$ cat src/rtl/lsu_pkg.sv
// Shared encodings for the MEM-stage LSU: funct3 codes, FSM states, byte-lane helpers.
package lsu_pkg;

   localparam logic [2:0] F3_B  = 3'b000;
   localparam logic [2:0] F3_H  = 3'b001;
   localparam logic [2:0] F3_W  = 3'b010;
   localparam logic [2:0] F3_BU = 3'b100;
   localparam logic [2:0] F3_HU = 3'b101;

   typedef enum logic [1:0] {
      IDLE = 2'd0,
      BUSY = 2'd1,
      RESP = 2'd2,
      DONE = 2'd3
   } lsu_state_t;

   function automatic logic [3:0] be_gen(input logic [2:0] funct3, input logic [1:0] off);
      case (funct3)
         F3_B, F3_BU: be_gen = 4'b0001 << off;
         F3_H, F3_HU: be_gen = 4'b0011 << off;
         default:     be_gen = 4'b1111;
      endcase
   endfunction

   // Store data is replicated across lanes so the byte enables alone pick the target.
   function automatic logic [31:0] store_rep(input logic [2:0] funct3, input logic [31:0] data);
      case (funct3)
         F3_B:    store_rep = {4{data[7:0]}};
         F3_H:    store_rep = {2{data[15:0]}};
         default: store_rep = data;
      endcase
   endfunction

endpackage

$ cat src/rtl/load_align.sv
// Combinational load formatter: picks the byte/half at the address offset and extends it.
module load_align
   import lsu_pkg::*;
(
   input  logic [31:0] i_rdata,
   input  logic [2:0]  i_funct3,
   input  logic [1:0]  i_off,
   output logic [31:0] o_data
);

   logic [7:0]  w_byte;
   logic [15:0] w_half;

   always_comb begin
      w_byte = i_rdata[7:0];
      case (i_off)
         2'd0:    w_byte = i_rdata[7:0];
         2'd1:    w_byte = i_rdata[15:8];
         2'd2:    w_byte = i_rdata[23:16];
         default: w_byte = i_rdata[31:24];
      endcase
      w_half = i_off[1] ? i_rdata[31:16] : i_rdata[15:0];

      o_data = i_rdata;
      case (i_funct3)
         F3_B:    o_data = {{24{w_byte[7]}}, w_byte};
         F3_BU:   o_data = {24'h0, w_byte};
         F3_H:    o_data = {{16{w_half[15]}}, w_half};
         F3_HU:   o_data = {16'h0, w_half};
         default: o_data = i_rdata;
      endcase
   end

endmodule

$ cat src/rtl/mem_stage_lsu.sv
// MEM-stage load/store unit: one data-memory access per load/store, min 2 cycles (store) / 3 (load).
// Stalls the pipeline while the bus access is outstanding; illegal or timed-out accesses pulse ErrM.
module mem_stage_lsu
   import lsu_pkg::*;
#(
   parameter int TIMEOUT_CYCLES = 255,
   parameter int AW             = 32
)
(
   input  logic          clk,
   input  logic          reset,
   input  logic          MemReadM,
   input  logic          MemWriteM,
   input  logic [2:0]    Funct3M,
   input  logic [AW-1:0] AddrM,
   input  logic [AW-1:0] WriteDataM,
   output logic [AW-1:0] ReadDataM,
   output logic          StallM,
   output logic          ErrM,
   output logic          dmem_req,
   output logic          dmem_we,
   output logic [AW-1:0] dmem_addr,
   output logic [3:0]    dmem_be,
   output logic [AW-1:0] dmem_wdata,
   input  logic          dmem_ready,
   input  logic          dmem_rvalid,
   input  logic [AW-1:0] dmem_rdata
);

   localparam int CW = (TIMEOUT_CYCLES > 2) ? $clog2(TIMEOUT_CYCLES) : 1;
   localparam logic [CW-1:0] CNT_LAST = CW'(TIMEOUT_CYCLES - 1);

   lsu_state_t    r_state;
   logic [CW-1:0] r_cnt;
   logic [31:0]   r_rdata;
   logic          r_req;
   logic          r_we;
   logic [31:0]   r_addr;
   logic [3:0]    r_be;
   logic [31:0]   r_wdata;
   logic [2:0]    r_f3;
   logic [1:0]    r_off;
   logic          r_tmo;

   logic          w_one_op;
   logic          w_f3_ok;
   logic          w_aligned;
   logic          w_legal;
   logic          w_illegal;
   logic          w_expired;
   logic [31:0]   w_fmt;

   always_comb begin
      w_one_op = MemReadM ^ MemWriteM;
      if (MemReadM)
         w_f3_ok = Funct3M inside {F3_B, F3_H, F3_W, F3_BU, F3_HU};
      else
         w_f3_ok = Funct3M inside {F3_B, F3_H, F3_W};
      case (Funct3M)
         F3_H, F3_HU: w_aligned = (AddrM[0] == 1'b0);
         F3_W:        w_aligned = (AddrM[1:0] == 2'b00);
         default:     w_aligned = 1'b1;
      endcase
      w_legal   = w_one_op && w_f3_ok && w_aligned;
      w_illegal = (r_state == IDLE) && (MemReadM || MemWriteM) && !w_legal;
      w_expired = (r_cnt == CNT_LAST);
   end

   load_align u_load_align (
      .i_rdata  (dmem_rdata),
      .i_funct3 (r_f3),
      .i_off    (r_off),
      .o_data   (w_fmt)
   );

   always_ff @(posedge clk) begin
      if (reset) begin
         r_state <= IDLE;
         r_cnt   <= '0;
         r_rdata <= '0;
         r_req   <= 1'b0;
         r_we    <= 1'b0;
         r_addr  <= '0;
         r_be    <= '0;
         r_wdata <= '0;
         r_f3    <= '0;
         r_off   <= '0;
         r_tmo   <= 1'b0;
      end else begin
         case (r_state)
            IDLE: begin
               r_cnt <= '0;
               r_tmo <= 1'b0;
               if (w_legal) begin
                  r_req   <= 1'b1;
                  r_we    <= MemWriteM;
                  r_addr  <= {AddrM[31:2], 2'b00};
                  r_be    <= be_gen(Funct3M, AddrM[1:0]);
                  r_wdata <= store_rep(Funct3M, WriteDataM);
                  r_f3    <= Funct3M;
                  r_off   <= AddrM[1:0];
                  r_rdata <= '0;
                  r_state <= BUSY;
               end
            end
            BUSY: begin
               // Saturate the count so a late accept leaves RESP with the remaining budget only.
               if (!w_expired)
                  r_cnt <= r_cnt + 1'b1;
               if (dmem_ready) begin
                  r_req   <= 1'b0;
                  r_state <= r_we ? DONE : RESP;
               end else if (w_expired) begin
                  r_req   <= 1'b0;
                  r_tmo   <= 1'b1;
                  r_state <= DONE;
               end
            end
            RESP: begin
               if (!w_expired)
                  r_cnt <= r_cnt + 1'b1;
               if (dmem_rvalid) begin
                  r_rdata <= w_fmt;
                  r_state <= DONE;
               end else if (w_expired) begin
                  r_tmo   <= 1'b1;
                  r_state <= DONE;
               end
            end
            default: begin
               r_cnt   <= '0;
               r_rdata <= '0;
               r_state <= IDLE;
            end
         endcase
      end
   end

   assign ReadDataM  = r_rdata;
   assign dmem_req   = r_req;
   assign dmem_we    = r_we;
   assign dmem_addr  = r_addr;
   assign dmem_be    = r_be;
   assign dmem_wdata = r_wdata;
   assign StallM     = ((r_state == IDLE) && w_legal) || (r_state == BUSY) || (r_state == RESP);
   assign ErrM       = w_illegal || ((r_state == DONE) && r_tmo);

endmodule

$ cat config.mk
export PLATFORM = sky130hd
export DESIGN_NAME = mem_stage_lsu
export DESIGN_NICKNAME = d
export VERILOG_FILES = /design/src/rtl/lsu_pkg.sv /design/src/rtl/load_align.sv /design/src/rtl/mem_stage_lsu.sv
export SDC_FILE = /design/constraint.sdc
export NUM_CORES = 1
export LEC_CHECK = 0
export CAP_MARGIN = 0
export CORE_ASPECT_RATIO = 1.25
export CORE_UTILIZATION = 47
export CTS_BUF_LIST = sky130_fd_sc_hd__clkbuf_2
export CTS_CLUSTER_SIZE = 30
export DETAILED_ROUTE_END_ITERATION = 8
export MAX_ROUTING_LAYER = met4
export PLACE_DENSITY = 0.93
export SYNTH_ARGS = -nofsm -noshare
export SYNTH_HDL_FRONTEND = slang
export SYNTH_HIERARCHICAL = 1
export SYNTH_SLANG_ARGS = --single-unit
$ cat constraint.sdc
create_clock -name clk -period 2.3 [get_ports clk]
set_input_delay 0.23 -clock clk [delete_from_list [all_inputs] [get_ports clk]]
set_output_delay 0.23 -clock clk [all_outputs]
set_load 0.05 [all_outputs]
### Yosys cells after proc, flatten, opt, wreduce, memory -nomap -nowiden

Cells that the tools add are included.

| word-level totals | value |
|---|---|
| register bits after elaboration | 116 |
| bits in latches | 0 |
| memory bits (writable) | 0 |
| bits in read-only memories | 0 |
| logic and storage cells | 88 |
| memories kept | 0 |

| cells by class | value |
|---|---|
| $add $sub $neg | 1 |
| multiply operators | 0 |
| divide/modulo/power cells | 0 |
| magnitude comparators | 0 |
| equality and inequality tests | 18 |
| shift operators | 2 |
| muxes and demuxes | 24 |
| bitwise gates (word level) | 4 |
| reductions and logical operators | 28 |

Operators by type and width:

| kind | number |
|---|---|
| $pmux W32 S4 | 1 |
| $pmux W32 S3 | 1 |
| $mux W32 | 2 |
| $pmux W32 S2 | 1 |
| $pmux W8 S3 | 1 |
| $mux W16 | 1 |
| $eq A3 B3 Y1 const B | 4 |
| $reduce_and A3 Y1 | 3 |
| $add A8 B1 Y8 const B | 1 |
| $eq A8 B8 Y1 const B | 1 |
| $mux W1 | 8 |
| $mux W2 | 4 |
| $ne A2 B2 Y1 const B | 4 |
| $pmux W4 S2 | 1 |
| $reduce_or A2 Y1 | 4 |
| $eq A2 B2 Y1 const B | 3 |
| $eq A3 B1 Y1 const B | 2 |
| $logic_and A1 B1 Y1 | 6 |
| $logic_not A2 Y1 | 3 |
| $logic_not A3 Y1 | 2 |
| $pmux W2 S3 | 1 |
| $reduce_bool A3 Y1 | 2 |
| $reduce_bool A5 Y1 | 1 |
| $eq A2 B1 Y1 const B | 2 |
| other kinds (12) | 18 |

### Depth between registers and ports, before layout

Gate-level depths: netlist (run 1).

| logic depth | value |
|---|---|
| word-level depth | 8 |
| depth in mapped cells | 8 |
| gate-level depth less buffers | 6 |

### Modules after synthesis

The synthesis (run 1) kept the hierarchy.

By module, submodules not included:

| module | instances | cells each | area each (um^2) |
|---|---|---|---|
| mem_stage_lsu | 1 | 607 | 5,139.9 |
| load_align | 1 | 133 | 969.7 |

### Worst setup path after synthesis (run 1)

OpenSTA, ideal clock, no wires.

| path | value |
|---|---|
| path type | register to output |
| start point | reg r_state[0] |
| end point | out ErrM |
| arrival time | 2.150 ns |
| data required time | 2.070 ns |
| slack | -0.080 ns |
| cell stages (with the launch flop) | 6 |
| buffers on the path | 1 |
| cell sequence | dfxtp_1 inv_1 ha_1 o41ai_4 buf_2 o21ai_0 |

| between the ends | value |
|---|---|
| longest elaborated chain between the ends | 4 |
| elaborated cells on any way between the ends | 6 |
| those cells by class | 1 x eq/ne; 5 x reduce/logical |

Ends and longest elaborated chain:

| element | RTL line | RTL |
|---|---|---|
| from (decl) | mem_stage_lsu.sv:33 | `lsu_state_t r_state;` |
| from (signal assigned) | mem_stage_lsu.sv:112 | `r_state <= r_we ? DONE : RESP;` |
| $logic_not A2 Y1 | mem_stage_lsu.sv:65 | `w_illegal = (r_state == IDLE) && (MemReadM \|\| MemWriteM) && !w_legal;` |
| $logic_and A1 B1 Y1 (2 in series) | mem_stage_lsu.sv:65 |  |
| $logic_or A1 B1 Y1 (*) | mem_stage_lsu.sv:146 | `assign ErrM = w_illegal \|\| ((r_state == DONE) && r_tmo);` |
| to (decl) | mem_stage_lsu.sv:19 | `output logic ErrM,` |

Every way passes the cells marked *; elsewhere a longest branch is shown, timed or not.

### Final worst setup path (run 1)

| path | value |
|---|---|
| start point | reg r_state[0] |
| end point | out StallM |

| between the ends | value |
|---|---|
| longest elaborated chain between the ends | 4 |
| elaborated cells on any way between the ends | 6 |
| those cells by class | 2 x eq/ne; 4 x reduce/logical |

Ends and longest elaborated chain:

| element | RTL line | RTL |
|---|---|---|
| $logic_not A2 Y1 | mem_stage_lsu.sv:145 | `assign StallM = ((r_state == IDLE) && w_legal) \|\| (r_state == BUSY) \|\| (r_state == RESP);` |
| $logic_and A1 B1 Y1 | mem_stage_lsu.sv:145 |  |
| $logic_or A1 B1 Y1 | mem_stage_lsu.sv:145 |  |
| $logic_or A1 B1 Y1 (*) | mem_stage_lsu.sv:145 |  |
| to (decl) | mem_stage_lsu.sv:18 | `output logic StallM,` |

Marked as above.

==> out/results.txt, run 1 <==
CP Cell Sequence = clkinvlp_4, buf_4, ha_4, or3_4, buf_12
CP max-delay cell = dfxtp_4
synthesized area per cell = 8.256 um2
share of layout cells above drive strength 1 = 0.1047
I/O pins = 209
top-area cell type share of the netlist area = 0.3801
EDFF count, synth = 0
row count = 46
Synth Register Bits = 116
RSZ-0062 raised after global routing = yes
largest fanout on the critical path = 7
Total Wirelength = 19690 um
core outline area = 12660 um2
Max Root-Sink Buffers = 2
Die H = 129.5 um
skew final = 0.04094 ns
Main synth FF type = dfxtp_1
Final Critical Period = 2.247 ns
root buffer cell = clkbuf_2
status = completed
Fill cells = 1010
Final setup viols = 0
Leak = 0.002921 uW
vias in the first global route = 6292
Initial DRC Count = 494
Post-Syn Area = 6110 um2
initial core utilization = 0.4825
crit-path leading delay family = buffers and inverters
largest area contributor in the netlist = dfxtp_1
crit path launch type = register
Vias = 6739
asr flop ratio synth = 0
initial antenna violation count = 1
register area share after synthesis = 0.3801
count leader, synth = a21oi_1
Slew Viols, Final = 0
CP Capture Type = output pin
Yosys cell types = 57
CP Data Required Time = 2.07 ns
fin nets = 1038
Reg clk slew, reported paths = 0.18 ns
GRT overflow = 0
routed len/inst = 17.82 um
Cells after Synth = 740
post-route ant nets = 0
Crit Path Class = reg -> out
largest net degree at the start of global routing = 56
CTS buffer count = 17
CTS sink cnt = 116
Final TNS setup = 0 ns
synth cell count leaders = a21oi_1, dfxtp_1, o21ai_0
DP HPWL = 13630 um
WP data arrival = 2.02 ns
max_slew headroom = 0.4404
leading post-synthesis cells by cell area = dfxtp_1, a21oi_1, o21ai_0, nand3_1, nand4_1
GP Congestion = 0.9465
Total GRT Usage = 0.2916
largest stage delay on the critical path = 0.40 ns
maximum operating frequency = 445.1 MHz
Final Hold Fails = 0
die width = 104.0 um
first-pass GRT wire length = 30710 um
worst hold margin = 0.07389 ns
Layout Area Growth over Synthesis = 40.77%
Synth warnings = 6
Max Cap Viol = 0
IO Port Bufs = 206
peak supply drop = 0.4684 mV
# DRC = 0
WP buf/inv = 3
clock latency on the worst-skew pair = 0.67 ns
actual transition at the worst max-transition pin = 0.8395 ns
power per cell area = 784.6 nW/um2
Die ar. = 13460 um2
fin crit share = 0.9769
CTS tree = built
first drt pass iteration count = 6
Via density = 6.099
worst hold path class = in -> reg
htree depth = 4
-- placed cells by master (no fill, tap or decap), types with 3 or more instances in the layout --
cell type        netlist  layout
a211oi_1              10      10
a21oi_1              129     128
a221oi_1               5       5
a311oi_1              17      17
buf_12                 0       4
buf_4                  3      39
clkbuf_2               5      19
clkdlybuf4s50_1        0     202
clkinv_1               1       4
clkinv_2               0       4
clkinvlp_4             0       3
dfxtp_1              116     114
ha_1                   9       6
inv_1                 20      18
mux2i_1               18      18
mux4_1                 7       7
nand2_1               24      24
nand3_1               47      47
nand4_1               33      33
nor2_1                33      33
nor2b_1               13      13
nor3_1                 5       5
o2111ai_1              8       8
o21ai_0               97      96
o221ai_1               3       3
o221ai_2               4       4
o22ai_1               16      16
xnor2_1                3       3
-- cell type report --
type | instances | area, um2 | area share
inverter | 22 | 88.84 | 0.01033
clock inverter | 12 | 115.1 | 0.01338
antenna | 1 | 2.502 | 0.0002910
clock buffer | 19 | 95.09 | 0.01106
sequential | 116 | 2330 | 0.2709
timing repair buffer | 247 | 2414 | 0.2806
tap | 168 | 210.2 | 0.02444
multi-input combinational | 520 | 3346 | 0.3890
-- registers in the layout, summed over array words and instances, names as in the netlist --
signal      count
dmem_addr      30
r_tmo           1
r_state         2
r_off           2
ReadDataM      32
dmem_we         1
r_f3            3
dmem_be         4
dmem_wdata     32
dmem_req        1
r_cnt           8
-- what timing repair did --
item | 4_1_cts | 5_1_grt
buffers inserted | 4 | 3
pin swaps | 2 | 2
endpoints found under the hold margin | 9 | 0
endpoints found under the setup margin | 2 | 2
resized for setup | 7 | 6
hold buffers | 1 | 0
-- routing by layer --
layer	vias up	wire length (um)	global-route usage
li1	3125	-	-
met2	393	9460	0.4604
met5	-	0	-
met3	71	1603	0.06237
met4	0	817	0.1571
met1	3150	7811	0.3495
-- worst register-to-register path: cells and delay by family (launching register included) --
family          cells  cell delay, ns
buf+inv             1            0.13
flops               1            0.40
fa+ha+maj           1            0.33
compound gates      3            1.04
-- kinds of logic after synthesis --
kind of cell             Yosys count  share of synthesized area
other                              1                  0.0006138
multiplexers                      27                    0.06451
buffers and inverters            105                    0.07884
AO/OA/AOI/OAI                    306                     0.3039
XOR/XNOR                           5                   0.007169
AND/OR/NAND/NOR                  171                     0.1464
adder cells (fa/ha/maj)            9                    0.01843
flip-flops                       116                     0.3801
-- worst paths after layout --
kind,from,endpoint,slack [ns],cells past startpoint
setup / recovery,r_state[0]$_SDFFE_PP0P_,StallM,0.05,5
hold / removal,Funct3M[2],r_f3[2]$_SDFFE_PP0P_,0.07,3
hold reg to reg,dmem_addr[10]$_SDFFE_PP0P_,dmem_addr[10]$_SDFFE_PP0P_,0.49,2
setup reg to reg,r_state[1]$_SDFFE_PP0P_,ReadDataM[30]$_SDFFE_PP0P_,0.37,5
-- power by group --
part / switching [uW] / total (uW) / leakage, uW / internal (uW)
Sequential: 120 / 2310 / 0.000942 / 2190
Clock: 792 / 1270 / 0.000132 / 482
Combinational: 2060 / 3160 / 0.00185 / 1110
-- through the flow --
step	cells	total power, uW	worst slack (ns)	cell area (um2)	utilization
6_report	1105	6748	0.05323	8601	0.6792
5_1_grt	1105	7056	-0.06206	8601	0.6792
4_1_cts	1101	6647	0.005984	8552	0.6754
3_5_place_dp	1065	5304	-0.08611	8283	0.6542
3_3_place_gp	1065	5236	0.003254	8283	0.6542
2_1_floorplan	741	4318	0.2454	6113	-
Power figures use the tool's default switching activity.
==> run 2, diff against run 1 <==
--- a/config.mk
+++ b/config.mk
@@ -7,7 +7,7 @@
 export LEC_CHECK = 0
 export CAP_MARGIN = 0
 export CORE_ASPECT_RATIO = 1.25
-export CORE_UTILIZATION = 47
+export CORE_UTILIZATION = 45
 export CTS_BUF_LIST = sky130_fd_sc_hd__clkbuf_2
 export CTS_CLUSTER_SIZE = 30
 export DETAILED_ROUTE_END_ITERATION = 8
@@ -15,5 +15,4 @@
 export PLACE_DENSITY = 0.93
 export SYNTH_ARGS = -nofsm -noshare
 export SYNTH_HDL_FRONTEND = slang
-export SYNTH_HIERARCHICAL = 1
 export SYNTH_SLANG_ARGS = --single-unit
==> out/results.txt, run 2 <==
GP Congestion = 0.8399 (was 0.9465)
status = completed (unchanged)
Die H = 124.7 um (was 129.5 um)
Synth Register Bits = 116 (unchanged)
Max Root-Sink Buffers = 2 (unchanged)
fin nets = 922 (was 1038)
Fill cells = 905 (was 1010)
CTS tree = built (unchanged)
Critical R2R Launch = r_state[1]$_SDFFE_PP0P_ (unchanged)
initial antenna violation count = 1 (unchanged)
Worst Hold Path EP = dmem_addr[23]$_SDFFE_PP0P_ (was r_f3[2]$_SDFFE_PP0P_)
CP Capture Type = output pin (unchanged)
Via density = 5.688 (was 6.099)
max_slew headroom = 0.4223 (was 0.4404)
first drt pass iteration count = 7 (was 6)
skew final = 0.02812 ns (was 0.04094 ns)
Final setup viols = 0 (unchanged)
hold depth = 3 (unchanged)
GRT overflow = 0 (unchanged)
asr flop ratio synth = 0 (unchanged)
Vias = 5591 (was 6739)
# DRC = 0 (unchanged)
Final Hold Fails = 0 (unchanged)
share of layout cells above drive strength 1 = 0.1194 (was 0.1047)
register area = 2330 um2 (unchanged)
leading post-synthesis cells by cell area = dfxtp_1, a21oi_1, o21ai_0, mux2i_1, nand3_1 (was dfxtp_1, a21oi_1, o21ai_0, nand3_1, nand4_1)
worst hold path class = in -> reg (unchanged)
Slew Viols, Final = 0 (unchanged)
DP HPWL = 11840 um (was 13630 um)
root buffer cell = clkbuf_2 (unchanged)
cell depth of the worst flop-to-flop path = 8 (was 5)
row count = 44 (was 46)
vias in the first global route = 5339 (was 6292)
die width = 100.1 um (was 104.0 um)
largest net degree at the start of global routing = 57 (was 56)
initial core utilization = 0.4642 (was 0.4825)
Max Cap Viol = 0 (unchanged)
Final Critical Period = 2.259 ns (was 2.247 ns)
EDFF count, synth = 0 (unchanged)
Main synth FF type = dfxtp_1 (unchanged)
count leader, synth = dfxtp_1 (was a21oi_1)
maximum operating frequency = 442.8 MHz (was 445.1 MHz)
final core utilization = 0.6905 (was 0.6792)
I/O pins = 209 (unchanged)
clock latency on the worst-skew pair = 0.69 ns (was 0.67 ns)
top-area cell type share of the netlist area = 0.4286 (was 0.3801)
peak supply drop = 0.5595 mV (was 0.4684 mV)
Reg clk slew, reported paths = 0.19 ns (was 0.18 ns)
fin crit share = 0.9820 (was 0.9769)
power per cell area = 808.3 nW/um2 (was 784.6 nW/um2)
Synth warnings = 0 (was 6)
Total Wirelength = 17100 um (was 19690 um)
Layout Area Growth over Synthesis = 48.75% (was 40.77%)
Initial DRC Count = 411 (was 494)
routed len/inst = 17.39 um (was 17.82 um)
RSZ-0062 raised after global routing = yes (unchanged)
Die ar. = 12490 um2 (was 13460 um2)
Crit Path Class = reg -> out (unchanged)
post-route ant nets = 0 (unchanged)
IO Port Bufs = 206 (unchanged)
largest fanout on the critical path = 5 (was 7)
Reg2Reg Setup Slack = 0.12 ns (was 0.37 ns)
Multi-input gate area = 2786 um2 (was 3346 um2)
largest stage delay on the critical path = 0.39 ns (was 0.40 ns)
WP data arrival = 2.03 ns (was 2.02 ns)
actual transition at the worst max-transition pin = 0.8647 ns (was 0.8395 ns)
Leak = 0.002814 uW (was 0.002921 uW)
Cells after Synth = 612 (was 740)
Post-Syn Area = 5418 um2 (was 6110 um2)
crit path launch type = register (unchanged)
first-pass GRT wire length = 26900 um (was 30710 um)
most frequent cells in the layout = clkdlybuf4s50_1, dfxtp_1, a21oi_1 (was clkdlybuf4s50_1, a21oi_1, dfxtp_1)
register area share after synthesis = 0.4286 (was 0.3801)
commonest non-fill, non-tap cell in the layout = clkdlybuf4s50_1 (unchanged)
CTS buffer count = 17 (unchanged)
CP max-delay cell = dfxtp_4 (unchanged)
Final WS setup = 0.04145 ns (was 0.05323 ns)
worst slack, placed = -0.05087 ns (was -0.08611 ns)
largest area contributor in the netlist = dfxtp_1 (unchanged)
RR Endpoint = ReadDataM[11]$_SDFFE_PP0P_ (was ReadDataM[30]$_SDFFE_PP0P_)
Yosys cell types = 58 (was 57)
CP Data Required Time = 2.07 ns (about the same)
Total GRT Usage = 0.2793 (was 0.2916)
CTS sink cnt = 116 (unchanged)
htree depth = 4 (unchanged)
total power = 6514 uW (was 6748 uW)
HP Start = AddrM[23] (was Funct3M[2])
synthesized area per cell = 8.852 um2 (was 8.256 um2)
CP Cell Sequence = inv_4, ha_4, inv_6, a41o_1, buf_6, o21ai_4, buf_12 (was clkinvlp_4, buf_4, ha_4, or3_4, buf_12)
synth cell count leaders = dfxtp_1, a21oi_1, o21ai_0 (was a21oi_1, dfxtp_1, o21ai_0)
core outline area = 11670 um2 (was 12660 um2)
[run 2: cell types whose count changed after synthesis, sizes merged, moves of 9 or more]
cell     previous run  this run
o21ai              97        64
mux2                2        13
inv                21        12
o22ai              16         1
a22o                0         9
a21oi             129        90
clkbuf             52        36
nor2               34        24
o2bb2ai             1        23
nand4              33         2
[run 2: worst max-delay path by stage]
stage / slack (ns) / startpoint / depth (start not counted) / end
5_1_grt: -0.05 / r_state[1]$_SDFFE_PP0P_ / 7 / ErrM
3_3_place_gp: -0.002 / MemReadM / 6 / ReadDataM[14]$_SDFFE_PP0P_
4_1_cts: 0.004 / r_state[0]$_SDFFE_PP0P_ / 7 / ErrM
2_1_floorplan: 0.31 / r_state[0]$_SDFFE_PP0P_ / 6 / ErrM
3_5_place_dp: -0.05 / MemReadM / 6 / ReadDataM[11]$_SDFFE_PP0P_
6_report: 0.04 / r_state[1]$_SDFFE_PP0P_ / 7 / ErrM
[run 2: where the power goes]
| part | internal (uW) | switching, uW | total [uW] |
|---|---|---|---|
| Combinational | 1090 | 1620 | 2710 |
| Clock | 710 | 811 | 1520 |
| Sequential | 2170 | 107 | 2280 |
[run 2: kinds of logic after synthesis]
logic type / synth area share
AO/OA/AOI/OAI: 0.2875
XOR/XNOR: 0.008085
adder cells (fa/ha/maj): 0.02079
buffers and inverters: 0.06605
flip-flops: 0.4286
multiplexers: 0.07506
other: 0.0006922
AND/OR/NAND/NOR: 0.1132
[run 2: area by class of cell]
| class | count | share of cell area |
|---|---|---|
| flip-flops and latches | 116 | 0.2891 |
| well taps | 161 | 0.02500 |
| repair buffers | 240 | 0.2979 |
| diodes | 1 | 0.0003105 |
| clock inverters | 14 | 0.02313 |
| multi-input cells | 420 | 0.3458 |
| clock buffers | 18 | 0.01118 |
| inverters | 13 | 0.007608 |
[run 2: metrics by stage]
step	cell area [um2]	instances	hold slack [ns]	TNS [ns]
floorplan	5421	613	0.3770	0
global placement	7577	937	0.4474	-0.009849
detailed placement	7577	937	0.4523	-0.3640
CTS	7986	975	0.03235	0
global route	8059	983	0.03205	-0.07260
finish	8059	983	0.07421	0
[run 2: layer usage]
| metal | vias to the layer above | wire length, um | global-route usage |
|---|---|---|---|
| li1 | 2648 | - | - |
| met5 | - | 0 | - |
| met2 | 259 | 8613 | 0.4521 |
| met1 | 2633 | 6875 | 0.3300 |
| met3 | 51 | 963 | 0.04882 |
| met4 | 0 | 646 | 0.1415 |
[run 2: repair_timing]
action / CTS / global route
buffers inserted: 4 / 7
hold buffers: 1 / 0
gates resized for setup: 19 / 4
setup endpoints to repair: 2 / 2
endpoints found under the hold margin: 12 / 0
cloned: 1 / 0
pin swaps: 0 / 1
[run 2: critical path: cells and delay by family (launching register included)]
kind / cells / cell delay, ns
flip-flops: 1 / 0.39
AO/OA/AOI/OAI: 2 / 0.38
buffers and inverters: 4 / 0.42
adder cells (fa/ha/maj): 1 / 0.16
==> run 3, diff against run 2 <==
--- a/config.mk
+++ b/config.mk
@@ -5,14 +5,15 @@
 export SDC_FILE = /design/constraint.sdc
 export NUM_CORES = 1
 export LEC_CHECK = 0
+export ABC_AREA = 1
 export CAP_MARGIN = 0
 export CORE_ASPECT_RATIO = 1.25
-export CORE_UTILIZATION = 45
+export CORE_UTILIZATION = 46
 export CTS_BUF_LIST = sky130_fd_sc_hd__clkbuf_2
 export CTS_CLUSTER_SIZE = 30
 export DETAILED_ROUTE_END_ITERATION = 8
 export MAX_ROUTING_LAYER = met4
-export PLACE_DENSITY = 0.93
+export PLACE_DENSITY = 0.94
 export SYNTH_ARGS = -nofsm -noshare
 export SYNTH_HDL_FRONTEND = slang
 export SYNTH_SLANG_ARGS = --single-unit
==> out/results.txt, run 3 <==
Final Hold Fails = 0 (unchanged)
WP data arrival = 1.93 ns (was 2.03 ns)
peak supply drop = 0.4533 mV (was 0.5595 mV)
Synth warnings = 0 (unchanged)
largest net degree at the start of global routing = 56 (was 57)
top-area cell type share of the netlist area = 0.4164 (was 0.4286)
Via density = 5.217 (was 5.688)
placed inst area = 7823 um2 (was 7577 um2)
Crit Path Class = reg -> out (unchanged)
vias in the first global route = 5909 (was 5339)
Reg2Reg Setup Slack = 0.57 ns (was 0.12 ns)
synth cell count leaders = nand2_1, a21oi_1, dfxtp_1 (was dfxtp_1, a21oi_1, o21ai_0)
CP Capture Type = output pin (unchanged)
Cells after Synth = 842 (was 612)
skew final = 0.03149 ns (was 0.02812 ns)
# placed instances = 1184 (was 937)
I/O pins = 209 (unchanged)
post-route ant nets = 0 (unchanged)
CP Data Required Time = 2.07 ns (about the same)
Die ar. = 12570 um2 (was 12490 um2)
actual transition at the worst max-transition pin = 0.7011 ns (was 0.8647 ns)
register area share after synthesis = 0.4164 (was 0.4286)
Total Wirelength = 17080 um (was 17100 um)
largest area contributor in the netlist = dfxtp_1 (unchanged)
largest fanout on the critical path = 8 (was 5)
final instance area = 8104 um2 (was 8059 um2)
first-pass GRT wire length = 27480 um (was 26900 um)
Finished Layout Cells = 1216 (was 983)
GRT overflow = 0 (unchanged)
Die H = 125.1 um (was 124.7 um)
Slew Viols, Final = 0 (unchanged)
Fill cells = 950 (was 905)
Main synth FF type = dfxtp_1 (unchanged)
core outline area = 11730 um2 (was 11670 um2)
CTS tree = built (unchanged)
clock latency on the worst-skew pair = 0.66 ns (was 0.69 ns)
Critical Path Start = r_state[0]$_SDFFE_PP0P_ (was r_state[1]$_SDFFE_PP0P_)
Reg clk slew, reported paths = 0.18 ns (was 0.19 ns)
asr flop ratio synth = 0 (unchanged)
first drt pass iteration count = 7 (unchanged)
Total GRT Usage = 0.2822 (was 0.2793)
fin crit share = 0.9394 (was 0.9820)
fin nets = 1156 (was 922)
htree depth = 4 (unchanged)
synthesized area per cell = 6.623 um2 (was 8.852 um2)
Vias = 6344 (was 5591)
IO Port Bufs = 206 (unchanged)
Post-Syn Area = 5577 um2 (was 5418 um2)
crit path launch type = register (unchanged)
most frequent cells in the layout = nand2_1, clkdlybuf4s50_1, a21oi_1 (was clkdlybuf4s50_1, dfxtp_1, a21oi_1)
worst hold path class = in -> reg (unchanged)
Synth Register Bits = 116 (unchanged)
Max Cap Viol = 0 (unchanged)
Final TNS setup = 0 ns (unchanged)
Multi-input gate area = 2746 um2 (was 2786 um2)
status = completed (unchanged)
power per cell area = 887.2 nW/um2 (was 808.3 nW/um2)
initial antenna violation count = 1 (unchanged)
leading post-synthesis cells by cell area = dfxtp_1, nand2_1, a21oi_1, o21ai_0, nor2_1 (was dfxtp_1, a21oi_1, o21ai_0, mux2i_1, nand3_1)
share of layout cells above drive strength 1 = 0.06831 (was 0.1194)
RR Endpoint = ReadDataM[16]$_SDFFE_PP0P_ (was ReadDataM[11]$_SDFFE_PP0P_)
postcts setup bufs = 0 (was 4)
cell depth of the worst flop-to-flop path = 8 (unchanged)
CTS sink cnt = 116 (unchanged)
Yosys cell types = 29 (was 58)
GP Congestion = 0.9041 (was 0.8399)
Final Critical Period = 2.161 ns (was 2.259 ns)
DP HPWL = 12300 um (was 11840 um)
Initial DRC Count = 354 (was 411)
total power = 7190 uW (was 6514 uW)
register area = 2327 um2 (was 2330 um2)
Critical R2R Launch = r_off[1]$_SDFFE_PP0P_ (was r_state[1]$_SDFFE_PP0P_)
root buffer cell = clkbuf_2 (unchanged)
Final setup viols = 0 (unchanged)
routed len/inst = 14.05 um (was 17.39 um)
initial core utilization = 0.4756 (was 0.4642)
Layout Area Growth over Synthesis = 45.32% (was 48.75%)
maximum operating frequency = 462.8 MHz (was 442.8 MHz)
CP endpoint = StallM (was ErrM)
commonest non-fill, non-tap cell in the layout = nand2_1 (was clkdlybuf4s50_1)
RSZ-0062 raised after global routing = no (was yes)
count leader, synth = nand2_1 (was dfxtp_1)
# DRC = 0 (unchanged)
die width = 100.5 um (was 100.1 um)
CTS buffer count = 17 (unchanged)
max_slew headroom = 0.5321 (was 0.4223)
Leak = 0.003344 uW (was 0.002814 uW)
worst hold margin = 0.09453 ns (was 0.07421 ns)
row count = 44 (unchanged)
EDFF count, synth = 0 (unchanged)
Max Root-Sink Buffers = 2 (unchanged)
run 3: cell types whose count changed after synthesis, sizes merged, moves of 10 or more:
cell | before | now
a21oi | 90 | 133
o2bb2ai | 23 | 0
mux2i | 26 | 0
mux2 | 13 | 0
a311oi | 10 | 0
a31oi | 1 | 11
nand2 | 20 | 261
nor2 | 24 | 76
inv | 12 | 71
run 3: kinds of logic after synthesis:
family / count (synthesis) / synth area share
flip-flops: 116 / 0.4164
AND/OR/NAND/NOR: 385 / 0.2764
adder cells (fa/ha/maj): 9 / 0.02019
XOR/XNOR: 3 / 0.004713
AO/OA/AOI/OAI: 204 / 0.1871
buffers and inverters: 124 / 0.09446
other: 1 / 0.0006725
run 3: worst max-delay path: stages (launching register included):
cell	delay (ns)
dfxtp_2	0.38
inv_2	0.12
ha_4	0.18
nand3_2	0.14
buf_4	0.20
nand3_1	0.11
buf_12	0.15
run 3: how the worst min path moves through the flow:
stage | depth (start not counted) | from | endpoint | slack [ns]
6_report | 3 | AddrM[23] | dmem_addr[23]$_SDFFE_PP0P_ | 0.09
2_1_floorplan | 2 | AddrM[16] | dmem_addr[16]$_SDFFE_PP0P_ | 0.37
4_1_cts | 3 | AddrM[23] | dmem_addr[23]$_SDFFE_PP0P_ | 0.03
3_3_place_gp | 2 | dmem_addr[9]$_SDFFE_PP0P_ | dmem_addr[9]$_SDFFE_PP0P_ | 0.45
3_5_place_dp | 2 | dmem_wdata[1]$_SDFFE_PP0P_ | dmem_wdata[1]$_SDFFE_PP0P_ | 0.46
5_1_grt | 3 | AddrM[23] | dmem_addr[23]$_SDFFE_PP0P_ | 0.03
run 3: final cells by class:
| cell class | count | share of cell area |
|---|---|---|
| Antenna cell | 1 | 0.0003088 |
| Multi-Input combinational cell | 603 | 0.3389 |
| Clock buffer | 18 | 0.01112 |
| Clock inverter | 13 | 0.02038 |
| Inverter | 72 | 0.03335 |
| Timing Repair Buffer | 232 | 0.2839 |
| Tap cell | 161 | 0.02486 |
| Sequential cell | 116 | 0.2872 |
run 3: repair_timing:
action                     4_1_cts  5_1_grt
resized for setup                8        2
setup endpoints to repair        2        1
hold buffers                     0        0
run 3: power breakdown:
group	leakage (uW)	internal, uW	switching (uW)	total (uW)
combinational	0.00225	1150	2090	3240
clock	0.000150	692	766	1460
sequential	0.000947	2310	180	2490
total	0.00334	4160	3030	7190
run 3: metal layers:
metal | track usage | share of wire | vias up
met3 | 0.07378 | 0.097 | 49
met1 | 0.3179 | 0.39 | 2823
met4 | 0.1270 | 0.029 | 0
met2 | 0.4649 | 0.48 | 364
met5 | - | 0 | -
li1 | - | - | 3108
run 3: stage by stage:
stage,worst slack (ns),util
floorplan,0.1303,-
CTS,0.06340,0.6907
finish,0.1393,0.6911
detailed placement,0.09209,0.6671
global placement,0.1187,0.6671
global route,0.005604,0.6911
